[config.mk]
export PLATFORM = sky130hd
export DESIGN_NAME = fetch_controller_flat
export DESIGN_NICKNAME = d
export VERILOG_FILES = /design/src/rtl/fetch_controller_pkg.sv /design/src/rtl/fetch_controller_if.sv /design/src/rtl/fetch_controller_predictor.sv /design/src/rtl/fetch_controller.sv /design/src/flat_wrapper.sv
export SDC_FILE = /design/constraint.sdc
export NUM_CORES = 1
export LEC_CHECK = 0
export BUFFER_PORTS_ARGS = -buffer_cell sky130_fd_sc_hd__buf_2
export CAP_MARGIN = 15
export CORE_MARGIN = 4
export CORE_UTILIZATION = 61
export CTS_BUF_LIST = sky130_fd_sc_hd__clkbuf_4
export CTS_CLUSTER_SIZE = 16
export DETAILED_ROUTE_END_ITERATION = 12
export PLACE_DENSITY = 0.88
export SYNTH_ARGS = -nofsm -noshare
export SYNTH_HDL_FRONTEND = slang
export SYNTH_SLANG_ARGS = --single-unit
[constraint.sdc]
create_clock -name clk -period 8.3 [get_ports clk]
set_input_delay 0.415 -clock clk [delete_from_list [all_inputs] [get_ports clk]]
set_output_delay 0.415 -clock clk [all_outputs]
set_load 0.02 [all_outputs]
[src/rtl/fetch_controller_pkg.sv]
// Shared types and constants for the instruction-fetch slice: widths, opcode field, FSM encoding.
// Includes the J-type immediate decoder used by the static predictor.
package fetch_controller_pkg;

    localparam int ADDR_W = 32;
    localparam int INST_W = 32;

    localparam int OPCODE_MSB = 6;
    localparam int OPCODE_LSB = 0;
    localparam logic [6:0] OPCODE_JAL = 7'b110_1111;

    typedef enum logic [1:0] {
        ST_REQ    = 2'd0,
        ST_WAIT   = 2'd1,
        ST_HOLD   = 2'd2,
        ST_SQUASH = 2'd3
    } fc_state_e;

    // upper = inst[31:12]; returns the byte offset imm[20:0] with imm[0] = 0
    function automatic logic [20:0] jal_imm(input logic [19:0] upper);
        return {upper[19], upper[7:0], upper[8], upper[18:9], 1'b0};
    endfunction

endpackage

[src/rtl/fetch_controller_if.sv]
// Memory request/response, instruction-queue issue and ROB rollback signals of the fetch unit.
// master = fetch controller, slave = memory / queue / ROB side.
interface fetch_controller_if #(
    parameter int ADDR_WIDTH = 32,
    parameter int INST_WIDTH = 32
) ();

    logic                  mem_req_valid;
    logic [ADDR_WIDTH-1:0] mem_req_addr;
    logic                  mem_req_ready;
    logic                  mem_resp_valid;
    logic [INST_WIDTH-1:0] mem_resp_inst;
    logic                  iq_full;
    logic                  issue_valid;
    logic [INST_WIDTH-1:0] issue_inst;
    logic [ADDR_WIDTH-1:0] issue_pc;
    logic                  issue_pred_jump;
    logic [ADDR_WIDTH-1:0] issue_pred_pc;
    logic                  rollback;
    logic [ADDR_WIDTH-1:0] rollback_pc;

    modport master (
        output mem_req_valid, mem_req_addr,
        input  mem_req_ready, mem_resp_valid, mem_resp_inst,
        input  iq_full,
        output issue_valid, issue_inst, issue_pc, issue_pred_jump, issue_pred_pc,
        input  rollback, rollback_pc
    );

    modport slave (
        input  mem_req_valid, mem_req_addr,
        output mem_req_ready, mem_resp_valid, mem_resp_inst,
        output iq_full,
        input  issue_valid, issue_inst, issue_pc, issue_pred_jump, issue_pred_pc,
        output rollback, rollback_pc
    );

endinterface

[src/rtl/fetch_controller_predictor.sv]
// Static jump predictor: JAL is always taken, everything else falls through to pc+4.
// Purely combinational, no backpressure.
module fetch_controller_predictor
    import fetch_controller_pkg::*;
#(
    parameter int ADDR_WIDTH = ADDR_W
) (
    input  logic [ADDR_WIDTH-1:0] pc,
    input  logic [19:0]           upper,
    input  logic [6:0]            opcode,
    output logic                  pred_jump,
    output logic [ADDR_WIDTH-1:0] pred_pc
);

    logic [20:0]           imm;
    logic [ADDR_WIDTH-1:0] imm_ext;

    assign imm       = jal_imm(upper);
    assign imm_ext   = {{(ADDR_WIDTH-21){imm[20]}}, imm};
    assign pred_jump = (opcode == OPCODE_JAL);
    // address arithmetic wraps modulo 2^ADDR_WIDTH
    assign pred_pc   = pc + (pred_jump ? imm_ext : ADDR_WIDTH'(4));

endmodule

[src/rtl/fetch_controller.sv]
// Single-outstanding instruction fetch sequencer with static jump prediction and ROB rollback.
// Min 3 cycles/instruction; a full queue parks the word in HOLD, rdy_in=0 freezes all but response capture.
module fetch_controller
    import fetch_controller_pkg::*;
#(
    parameter int                    ADDR_WIDTH = ADDR_W,
    parameter int                    INST_WIDTH = INST_W,
    parameter logic [ADDR_WIDTH-1:0] RESET_PC   = '0
) (
    input  logic                      clk,
    input  logic                      rst_n,
    input  logic                      rdy_in,
    fetch_controller_if.master        bus
);

    fc_state_e             state_q, state_d;
    logic [ADDR_WIDTH-1:0] pc_q, pc_d;
    logic [ADDR_WIDTH-1:0] addr_q;
    logic                  req_q;
    logic [ADDR_WIDTH-1:0] pc_buf_q;
    logic [INST_WIDTH-1:0] inst_buf_q;
    logic                  capture;
    logic                  issue_fire;
    logic                  accept;

    logic                  issue_valid_q;
    logic [INST_WIDTH-1:0] issue_inst_q;
    logic [ADDR_WIDTH-1:0] issue_pc_q;
    logic                  issue_pred_jump_q;
    logic [ADDR_WIDTH-1:0] issue_pred_pc_q;

    logic                  pred_jump;
    logic [ADDR_WIDTH-1:0] pred_pc;

    fetch_controller_predictor #(
        .ADDR_WIDTH (ADDR_WIDTH)
    ) u_predictor (
        .pc        (pc_buf_q),
        .upper     (inst_buf_q[31:12]),
        .opcode    (inst_buf_q[OPCODE_MSB:OPCODE_LSB]),
        .pred_jump (pred_jump),
        .pred_pc   (pred_pc)
    );

    assign accept = req_q && rdy_in && bus.mem_req_ready;

    always_comb begin
        state_d    = state_q;
        pc_d       = pc_q;
        capture    = 1'b0;
        issue_fire = 1'b0;
        if (rdy_in && bus.rollback) begin
            pc_d = bus.rollback_pc;
            case (state_q)
                ST_REQ:  state_d = accept ? ST_SQUASH : ST_REQ;
                ST_WAIT: state_d = bus.mem_resp_valid ? ST_REQ : ST_SQUASH;
                ST_HOLD: state_d = ST_REQ;
                default: state_d = ST_SQUASH;
            endcase
        end else begin
            // Responses are consumed even when frozen: memory cannot be stalled.
            case (state_q)
                ST_REQ: begin
                    if (accept) state_d = ST_WAIT;
                end
                ST_WAIT: begin
                    if (bus.mem_resp_valid) begin
                        capture = 1'b1;
                        state_d = ST_HOLD;
                    end
                end
                ST_HOLD: begin
                    if (rdy_in && !bus.iq_full) begin
                        issue_fire = 1'b1;
                        pc_d       = pred_pc;
                        state_d    = ST_REQ;
                    end
                end
                default: begin
                    if (bus.mem_resp_valid) state_d = ST_REQ;
                end
            endcase
        end
    end

    always_ff @(posedge clk or negedge rst_n) begin
        if (!rst_n) begin
            state_q           <= ST_REQ;
            pc_q              <= RESET_PC;
            addr_q            <= '0;
            req_q             <= 1'b0;
            pc_buf_q          <= '0;
            inst_buf_q        <= '0;
            issue_valid_q     <= 1'b0;
            issue_inst_q      <= '0;
            issue_pc_q        <= '0;
            issue_pred_jump_q <= 1'b0;
            issue_pred_pc_q   <= '0;
        end else begin
            state_q       <= state_d;
            pc_q          <= pc_d;
            // request is raised together with the issue pulse, so the loop closes in 3 cycles
            addr_q        <= pc_d;
            req_q         <= (state_d == ST_REQ);
            issue_valid_q <= issue_fire;
            if (capture) begin
                pc_buf_q   <= pc_q;
                inst_buf_q <= bus.mem_resp_inst;
            end
            if (issue_fire) begin
                issue_inst_q      <= inst_buf_q;
                issue_pc_q        <= pc_buf_q;
                issue_pred_jump_q <= pred_jump;
                issue_pred_pc_q   <= pred_pc;
            end
        end
    end

    assign bus.mem_req_valid   = req_q && rdy_in;
    assign bus.mem_req_addr    = addr_q;
    assign bus.issue_valid     = issue_valid_q;
    assign bus.issue_inst      = issue_inst_q;
    assign bus.issue_pc        = issue_pc_q;
    assign bus.issue_pred_jump = issue_pred_jump_q;
    assign bus.issue_pred_pc   = issue_pred_pc_q;

    a_addr_stable: assert property (@(posedge clk) disable iff (!rst_n)
        bus.mem_req_valid && !bus.mem_req_ready && !bus.rollback |=> $stable(bus.mem_req_addr));

    a_single_outstanding: assert property (@(posedge clk) disable iff (!rst_n)
        bus.mem_req_valid |-> (state_q == ST_REQ));

    a_issue_pulse: assert property (@(posedge clk) disable iff (!rst_n)
        bus.issue_valid |=> !bus.issue_valid);

endmodule

[src/flat_wrapper.sv]
// flat-port wrapper written by rule: the top's interface ports become plain ports
module fetch_controller_flat import fetch_controller_pkg::*;
#(
    parameter int                    ADDR_WIDTH = ADDR_W,
    parameter int                    INST_WIDTH = INST_W,
    parameter logic [ADDR_WIDTH-1:0] RESET_PC   = '0
)
  (clk, rst_n, rdy_in, bus_mem_req_valid, bus_mem_req_addr, bus_mem_req_ready, bus_mem_resp_valid, bus_mem_resp_inst, bus_iq_full, bus_issue_valid, bus_issue_inst, bus_issue_pc, bus_issue_pred_jump, bus_issue_pred_pc, bus_rollback, bus_rollback_pc);
  fetch_controller_if #(.ADDR_WIDTH(ADDR_WIDTH), .INST_WIDTH(INST_WIDTH)) bus_i ();
  input  logic clk;
  input  logic rst_n;
  input  logic rdy_in;
  output wire logic [$bits(bus_i.mem_req_valid)-1:0] bus_mem_req_valid;
  output wire logic [$bits(bus_i.mem_req_addr)-1:0] bus_mem_req_addr;
  input wire logic [$bits(bus_i.mem_req_ready)-1:0] bus_mem_req_ready;
  input wire logic [$bits(bus_i.mem_resp_valid)-1:0] bus_mem_resp_valid;
  input wire logic [$bits(bus_i.mem_resp_inst)-1:0] bus_mem_resp_inst;
  input wire logic [$bits(bus_i.iq_full)-1:0] bus_iq_full;
  output wire logic [$bits(bus_i.issue_valid)-1:0] bus_issue_valid;
  output wire logic [$bits(bus_i.issue_inst)-1:0] bus_issue_inst;
  output wire logic [$bits(bus_i.issue_pc)-1:0] bus_issue_pc;
  output wire logic [$bits(bus_i.issue_pred_jump)-1:0] bus_issue_pred_jump;
  output wire logic [$bits(bus_i.issue_pred_pc)-1:0] bus_issue_pred_pc;
  input wire logic [$bits(bus_i.rollback)-1:0] bus_rollback;
  input wire logic [$bits(bus_i.rollback_pc)-1:0] bus_rollback_pc;
  assign bus_mem_req_valid = bus_i.mem_req_valid;
  assign bus_mem_req_addr = bus_i.mem_req_addr;
  assign bus_i.mem_req_ready = bus_mem_req_ready;
  assign bus_i.mem_resp_valid = bus_mem_resp_valid;
  assign bus_i.mem_resp_inst = bus_mem_resp_inst;
  assign bus_i.iq_full = bus_iq_full;
  assign bus_issue_valid = bus_i.issue_valid;
  assign bus_issue_inst = bus_i.issue_inst;
  assign bus_issue_pc = bus_i.issue_pc;
  assign bus_issue_pred_jump = bus_i.issue_pred_jump;
  assign bus_issue_pred_pc = bus_i.issue_pred_pc;
  assign bus_i.rollback = bus_rollback;
  assign bus_i.rollback_pc = bus_rollback_pc;
  fetch_controller #(.ADDR_WIDTH(ADDR_WIDTH), .INST_WIDTH(INST_WIDTH), .RESET_PC(RESET_PC)) u_core (.clk(clk), .rst_n(rst_n), .rdy_in(rdy_in), .bus(bus_i));
endmodule
==> run metrics, run 1 <==
post-synth top area cell=dfrtp_1; CTS tree=built; Yosys cell types=65; Starting DRT DRC Count=515; io pins=202; IO Port Bufs=around 200; sequential share of the synthesized area=0.533; Worst-Margin Slew=~1.0 ns; H-tree lvl count=4; share of layout cells above drive strength 1=0.288; Max Slew Vio Count=0; Storage cell area=4900 sq um; share of power burned in registers=0.474; Combinational Power Share=0.385; largest net degree at the start of global routing=~130; final setup vio count=0; Net Sw Frac=0.416; Psw=1460 uW; Final ANT Viol Nets=0; Layout Utilization=0.722; total wire length=22,900 microns; post_cts resized=0; internal power=between 2000 and 2500 uW; DR vias/cell=5.77; latest clock arrival within the worst-skew pair=0.57 ns; Power Total=3530 uW; Nets=1,192; dpl hpwl=16,300 microns; CP peak stage delay=slightly below 0.6 ns; Post-synth ARST share=1.00; Crit path max-delay family=compound AO/OA/AOI/OAI gates; post-synthesis cell count=928; Critical Path RT=8.72 ns; Seq cells post-synth=slightly below 200; GRT Total Usage=0.275; EDFF count, synth=0; skew final=0.0153 ns; Clk pwr share=0.141; warnings from Yosys=0; initial antenna violation count=1; TNS Setup=0 ns; worst min-delay path class=in -> reg; global placer's final weighted congestion=0.943; Worst setup EP type=flip-flop; # clock sinks=196; PnR worst setup slack=4.42 ns; maximum VDD drop=0.200 mV; FP Rows=44; synth top area cells=dfrtp_1 53%, nand2_1 11%, mux2_2 7.7%, ha_1 2.6%, xnor2_1 2.0%; worst-path maximum fanout=20; Final Hold Fails=0; ys flop type=dfrtp_1; Avg Inst Size Synth=9.92 sq um; core footprint=14,600 sq um; Place WS=4.49 ns; die footprint=17,100 sq um; mapped cell area=9210 sq um; Max-Cap Viols=0; grt ovf=0; vias in the first global route=7,242; Arr. time, crit path=4.30 ns; Crit path buffers/inverters=1; Fmax=258 MHz; post-synth top area share=0.533; Startpoint Class=flip-flop; leak pwr=0.00574 uW; Clock Tree Root=clkbuf_4; Post-Syn Nets=1,019; Worst-path clk slew=0.15 ns; Die X=131 microns; post-route clock period utilization=0.468; RSZ-0062 raised after global routing=no; initial core utilization=0.629; Slew HR=0.303; Clock Path Buffers=2; CP Cell Sequence=and3b_1 > and3_1 > ha_1 > inv_1 > fa_1 > and2b_1 > o211ai_1 > a211o_1 > a21oi_2 > o211ai_1 > a21oi_1 > mux2i_1 > xor2_1 > o21ai_0; fin crit period=3.88 ns; Worst path slowest cell=and3b_1; commonest cells in the netlist=280 x nand2_1, 196 x dfrtp_1, 63 x mux2_2, 40 x clkbuf_1, 36 x nor2_1; via count=approximately 7,500; Pwr per Cell Area=approximately 330 nW/um^2; Die Y-Extent=131 microns; Residual DRC=0; CP dominant cell by count=o211ai_1; first-pass GRT wire length=36,800 microns; multi-input logic area=4040 sq um; Crit Path Category=reg -> reg; Syn-to-layout area delta=14.8%; WL/cell=around 18 microns; status=completed; DR pass1 iterations=5; CTS buffer count=17; count leader, synth=nand2_1; Fillers=approximately 1,100
[worst paths after layout]
path                                           start                      endpoint  slack (ns)  cells after the start
max in group asynchronous                      rst_n               u_core.pc_q[26]        6.29                      3
min in group asynchronous                      rst_n     u_core.bus.issue_inst[26]        0.51                      2
max                             u_core.inst_buf_q[4]  u_core.bus.issue_pred_pc[31]        4.42                     14
min                              bus_rollback_pc[30]               u_core.pc_q[30]        0.05                      3
min reg2reg                u_core.bus.issue_inst[31]     u_core.bus.issue_inst[31]        0.49                      2
max reg2reg                     u_core.inst_buf_q[4]  u_core.bus.issue_pred_pc[31]        4.42                     14
[layout by cell type (no fill, tap or decap), types with 10 or more instances in the layout]
cell,count
a21o_1,16
a21oi_1,26
a221o_1,10
a22oi_1,16
and3_1,26
buf_2,200
clkbuf_4,18
dfrtp_1,196
ha_1,19
inv_1,16
mux2_2,63
nand2_1,280
nand3_1,12
nor2_1,36
nor3_1,10
o21ai_0,29
xnor2_1,21
[cell type report]
type | instances | share of cell area
Sequential cell | 196 | 0.464
Clock inverter | 13 | 0.0128
Antenna cell | 1 | 0.000237
Clock buffer | 18 | 0.0128
Timing Repair Buffer | 207 | 0.100
Tap cell | 184 | 0.0218
Inverter | 17 | 0.00604
Multi-Input combinational cell | 662 | 0.382
[power groups by stage]
stage | Clock [uW] | Combinational (uW) | Sequential [uW]
6_report | 497 | 1360 | 1670
5_1_grt | 544 | 1490 | 1720
4_1_cts | 508 | 1370 | 1670
3_5_place_dp | 0 | 1360 | 1680
3_3_place_gp | 0 | 1320 | 1670
2_1_floorplan | 0 | 711 | 1840
[kinds of logic (layout without fill, tap and decap cells)]
logic type                 after synthesis  in the layout  synth area share
and+or+nand+nor                        408            408             0.193
DFF                                    196            196             0.533
AOI/OAI and AO/OA                      135            135             0.103
muxes                                   70             70            0.0848
buffers and inverters                   70            255            0.0312
xor gates and xnor gates                29             29            0.0276
adders and majority gates               20             20            0.0280
other                                    0              1                 0
[flip-flops by register name, indices dropped and copies added, names as in the netlist]
register                    flops
u_core.bus.issue_inst          32
u_core.bus.issue_pc            31
u_core.bus.issue_valid          1
u_core.pc_q                    32
u_core.state_q                  2
u_core.req_q                    1
u_core.inst_buf_q              32
u_core.bus.issue_pred_pc       32
u_core.bus.issue_pred_jump      1
u_core.pc_buf_q                32
[per-layer routing]
metal  global-route usage  vias up  share of wire
met5                    0        -              0
met4               0.0799        0          0.016
met3               0.0675       29          0.080
met2                0.425      301           0.46
met1                0.391     3648           0.44
li1                     -     3513              -
[timing repair]
| item | CTS | global route |
|---|---|---|
| hold buffers | 1 | 0 |
| endpoints found under the hold margin | 79 | 0 |
| setup buffers | 0 | 0 |
[stage by stage]
stage | cell area [sq um] | std cells | hold slack [ns]
3_5_place_dp | 10300 | 1265 | 0.457
4_1_cts | 10600 | 1297 | 0.0132
2_1_floorplan | 9210 | 928 | 0.119
6_report | 10600 | 1298 | 0.0515
3_3_place_gp | 10300 | 1265 | 0.444
5_1_grt | 10600 | 1298 | 0.00132
[tightest hold or removal path: cells and delay by family]
family / cells / cell delay [ns]
AOI/OAI and AO/OA: 1 / 0.04
buffers and inverters: 1 / 0.08
and+or+nand+nor: 1 / 0.06
Power figures use the tool's default switching activity.
==> run 2, diff against run 1 <==
--- a/config.mk
+++ b/config.mk
@@ -8,11 +8,11 @@
 export BUFFER_PORTS_ARGS = -buffer_cell sky130_fd_sc_hd__buf_2
 export CAP_MARGIN = 15
 export CORE_MARGIN = 4
-export CORE_UTILIZATION = 61
+export CORE_UTILIZATION = 51
 export CTS_BUF_LIST = sky130_fd_sc_hd__clkbuf_4
 export CTS_CLUSTER_SIZE = 16
 export DETAILED_ROUTE_END_ITERATION = 12
-export PLACE_DENSITY = 0.88
+export PLACE_DENSITY = 0.79
 export SYNTH_ARGS = -nofsm -noshare
 export SYNTH_HDL_FRONTEND = slang
 export SYNTH_SLANG_ARGS = --single-unit
==> constraint.sdc (replaced) <==
create_clock -name clk -period 3.3 [get_ports clk]
set_input_delay 0.165 -clock clk [delete_from_list [all_inputs] [get_ports clk]]
set_output_delay 0.165 -clock clk [all_outputs]
set_load 0.02 [all_outputs]
==> run metrics, run 2 (same netlist as run 1, synthesis figures left out) <==
end of the critical path=u_core.pc_q[29]; Nets=1,268 (+6.4%); Diodes inserted=0 (-1); vias in the first global route=7,985 (+10%); maximum VDD drop=0.463 mV (+130%); share of power burned in registers=0.466 (-0.008); Layout Utilization=0.657 (-0.0650); Combinational Power Share=0.390 (+0.005); Register-to-Register Path Depth=14 (unchanged); via count=7,865 (+5.0%); worst reg2reg path startpoint=u_core.inst_buf_q[2]; skew final=0.0267 ns (+0.0114 ns); io pins=202 (unchanged); WL/cell=18.3 microns (+3.7%); Worst setup EP type=flip-flop; Die Y-Extent=142 microns (+8.8%); GRT Total Usage=0.258 (-0.0168); Startpoint Class=flip-flop; Crit Path Category=reg -> reg; worst-path maximum fanout=4 (-80%); DR vias/cell=5.56 (-3.7%); Syn-to-layout area delta=24.7%; Starting DRT DRC Count=557 (+8.2%); die footprint=20,300 sq um (+18%); Pwr per Cell Area=798 nW/um^2 (+140%); worst reg2reg setup slack=-0.05 ns (-4.47 ns); hold path depth=4 (+1); crit path launch=u_core.inst_buf_q[2]; Final Hold Fails=0 (unchanged); CTS buffer count=17 (unchanged); latest clock arrival within the worst-skew pair=0.61 ns (+0.04 ns); Psw=3860 uW (+160%); Clock Path Buffers=2 (unchanged); Die X=142 microns (+8.8%); most common cell after layout, fill and taps aside=nand2_1; Final ANT Viol Nets=0 (unchanged); Max Slew Vio Count=0 (unchanged); leak pwr=0.00606 uW (+5.6%); core footprint=17,500 sq um (+19%); total wire length=25,900 microns (+13%); most frequent cells in the layout=280 x nand2_1, 200 x buf_2, 196 x dfrtp_1, 67 x dlygate4sd3_1, 63 x mux2_2; grt ovf=0 (unchanged); internal power=5300 uW (+160%); Critical Path RT=3.80 ns (-4.92 ns); hold slack=0.0535 ns (+0.00193 ns); largest net degree at the start of global routing=98 (-22%); worst min-delay path class=in -> reg; TNS Setup=-0.0542 ns (-0.0542 ns); Arr. time, crit path=3.85 ns (-0.45 ns); H-tree lvl count=4 (unchanged); R2R Path End=u_core.pc_q[29]; Net Sw Frac=0.421 (+0.00530); initial core utilization=0.527 (-0.102); FP Rows=48 (+9.1%); final setup vio count=2 (+2); failing checks=setup timing; Worst-Margin Slew=1.11 ns (+0.0694 ns); CTS tree=built; Fmax=298 MHz (+16%); IO Port Bufs=201 (unchanged); first-pass GRT wire length=41,500 microns (+13%); dpl hpwl=17,700 microns (+8.8%); Slew HR=0.257 (-0.0465); share of layout cells above drive strength 1=0.290 (+0.00240); Fillers=1,356 (+22%); fin crit period=3.35 ns (-0.527 ns); initial antenna violation count=0 (-1); status=finished with violations; Max-Cap Viols=0 (unchanged); # clock sinks=196 (unchanged); Worst-path clk slew=0.15 ns (about the same); DR pass1 iterations=5 (unchanged); Place WS=0.0201 ns (-4.47 ns); min-delay src=bus_mem_resp_valid; Residual DRC=0 (unchanged); post-route clock period utilization=1.02 (+0.549); Clk pwr share=0.143 (+0.002); RSZ-0062 raised after global routing=yes; PnR worst setup slack=-0.0541 ns (-4.47 ns); Clock Tree Root=clkbuf_4; global placer's final weighted congestion=0.912 (-3.2%)
run 2: routing by layer:
| layer | wire (microns) | track usage | vias to the layer above |
|---|---|---|---|
| met5 | 0 | 0 | - |
| met4 | 535 | 0.0800 | 0 |
| met3 | 1890 | 0.0598 | 39 |
| met2 | 12400 | 0.417 | 286 |
| met1 | 11100 | 0.351 | 3873 |
| li1 | - | - | 3667 |
run 2: power by group through the flow:
stage	sequential (uW)	combinational, uW	clock, uW
final	4270	3580	1310
after global routing	4390	3910	1440
after CTS	4230	3550	1340
after detailed placement	4270	3480	0
after global placement	4240	3380	0
after floorplan	4630	1800	0
run 2: layout make-up:
cell class	count	area, sq um	area share
Clock buffer	18	135	0.0118
Clock inverter	14	151	0.0132
Inverter	17	63.8	0.00556
Multi-Input combinational cell	662	4110	0.358
Sequential cell	196	4900	0.427
Tap cell	225	282	0.0245
Timing Repair Buffer	283	1840	0.160
run 2: worst min-delay path by stage:
stage / endpoint / slack, ns
after detailed placement: u_core.bus.issue_inst[29] / 0.30
after global routing: u_core.state_q[1] / 0.05
after global placement: u_core.bus.issue_inst[26] / 0.31
after floorplan: u_core.bus.issue_inst[0] / -0.13
final: u_core.state_q[1] / 0.05
after CTS: u_core.req_q / 0.008
run 2: through the flow:
| step | instances | area (sq um) | total power (uW) |
|---|---|---|---|
| after floorplan | 928 | 9240 | 6430 |
| after global placement | 1315 | 10500 | 7620 |
| after detailed placement | 1315 | 10500 | 7750 |
| after CTS | 1414 | 11400 | 9120 |
| after global routing | 1415 | 11500 | 9730 |
| final | 1415 | 11500 | 9160 |
run 2: critical path: stages (launching register included):
cell and delay (ns):
dfrtp_1 0.44, and4_4 0.26, and3_4 0.19, ha_4 0.12, inv_2 0.03, fa_2 0.32, and2b_1 0.22, o211ai_1 0.11
a211o_1 0.34, a211oi_2 0.33, o311a_1 0.21, o22ai_2 0.08, a311oi_1 0.22, a211oi_1 0.10, a221o_1 0.28
run 2: what timing repair did:
action	4_1_cts	5_1_grt
endpoints found under the setup margin	1	18
hold buffers	67	0
pin swaps	0	3
buffers inserted	0	1
gates resized for setup	1	12
endpoints found under the hold margin	162	0
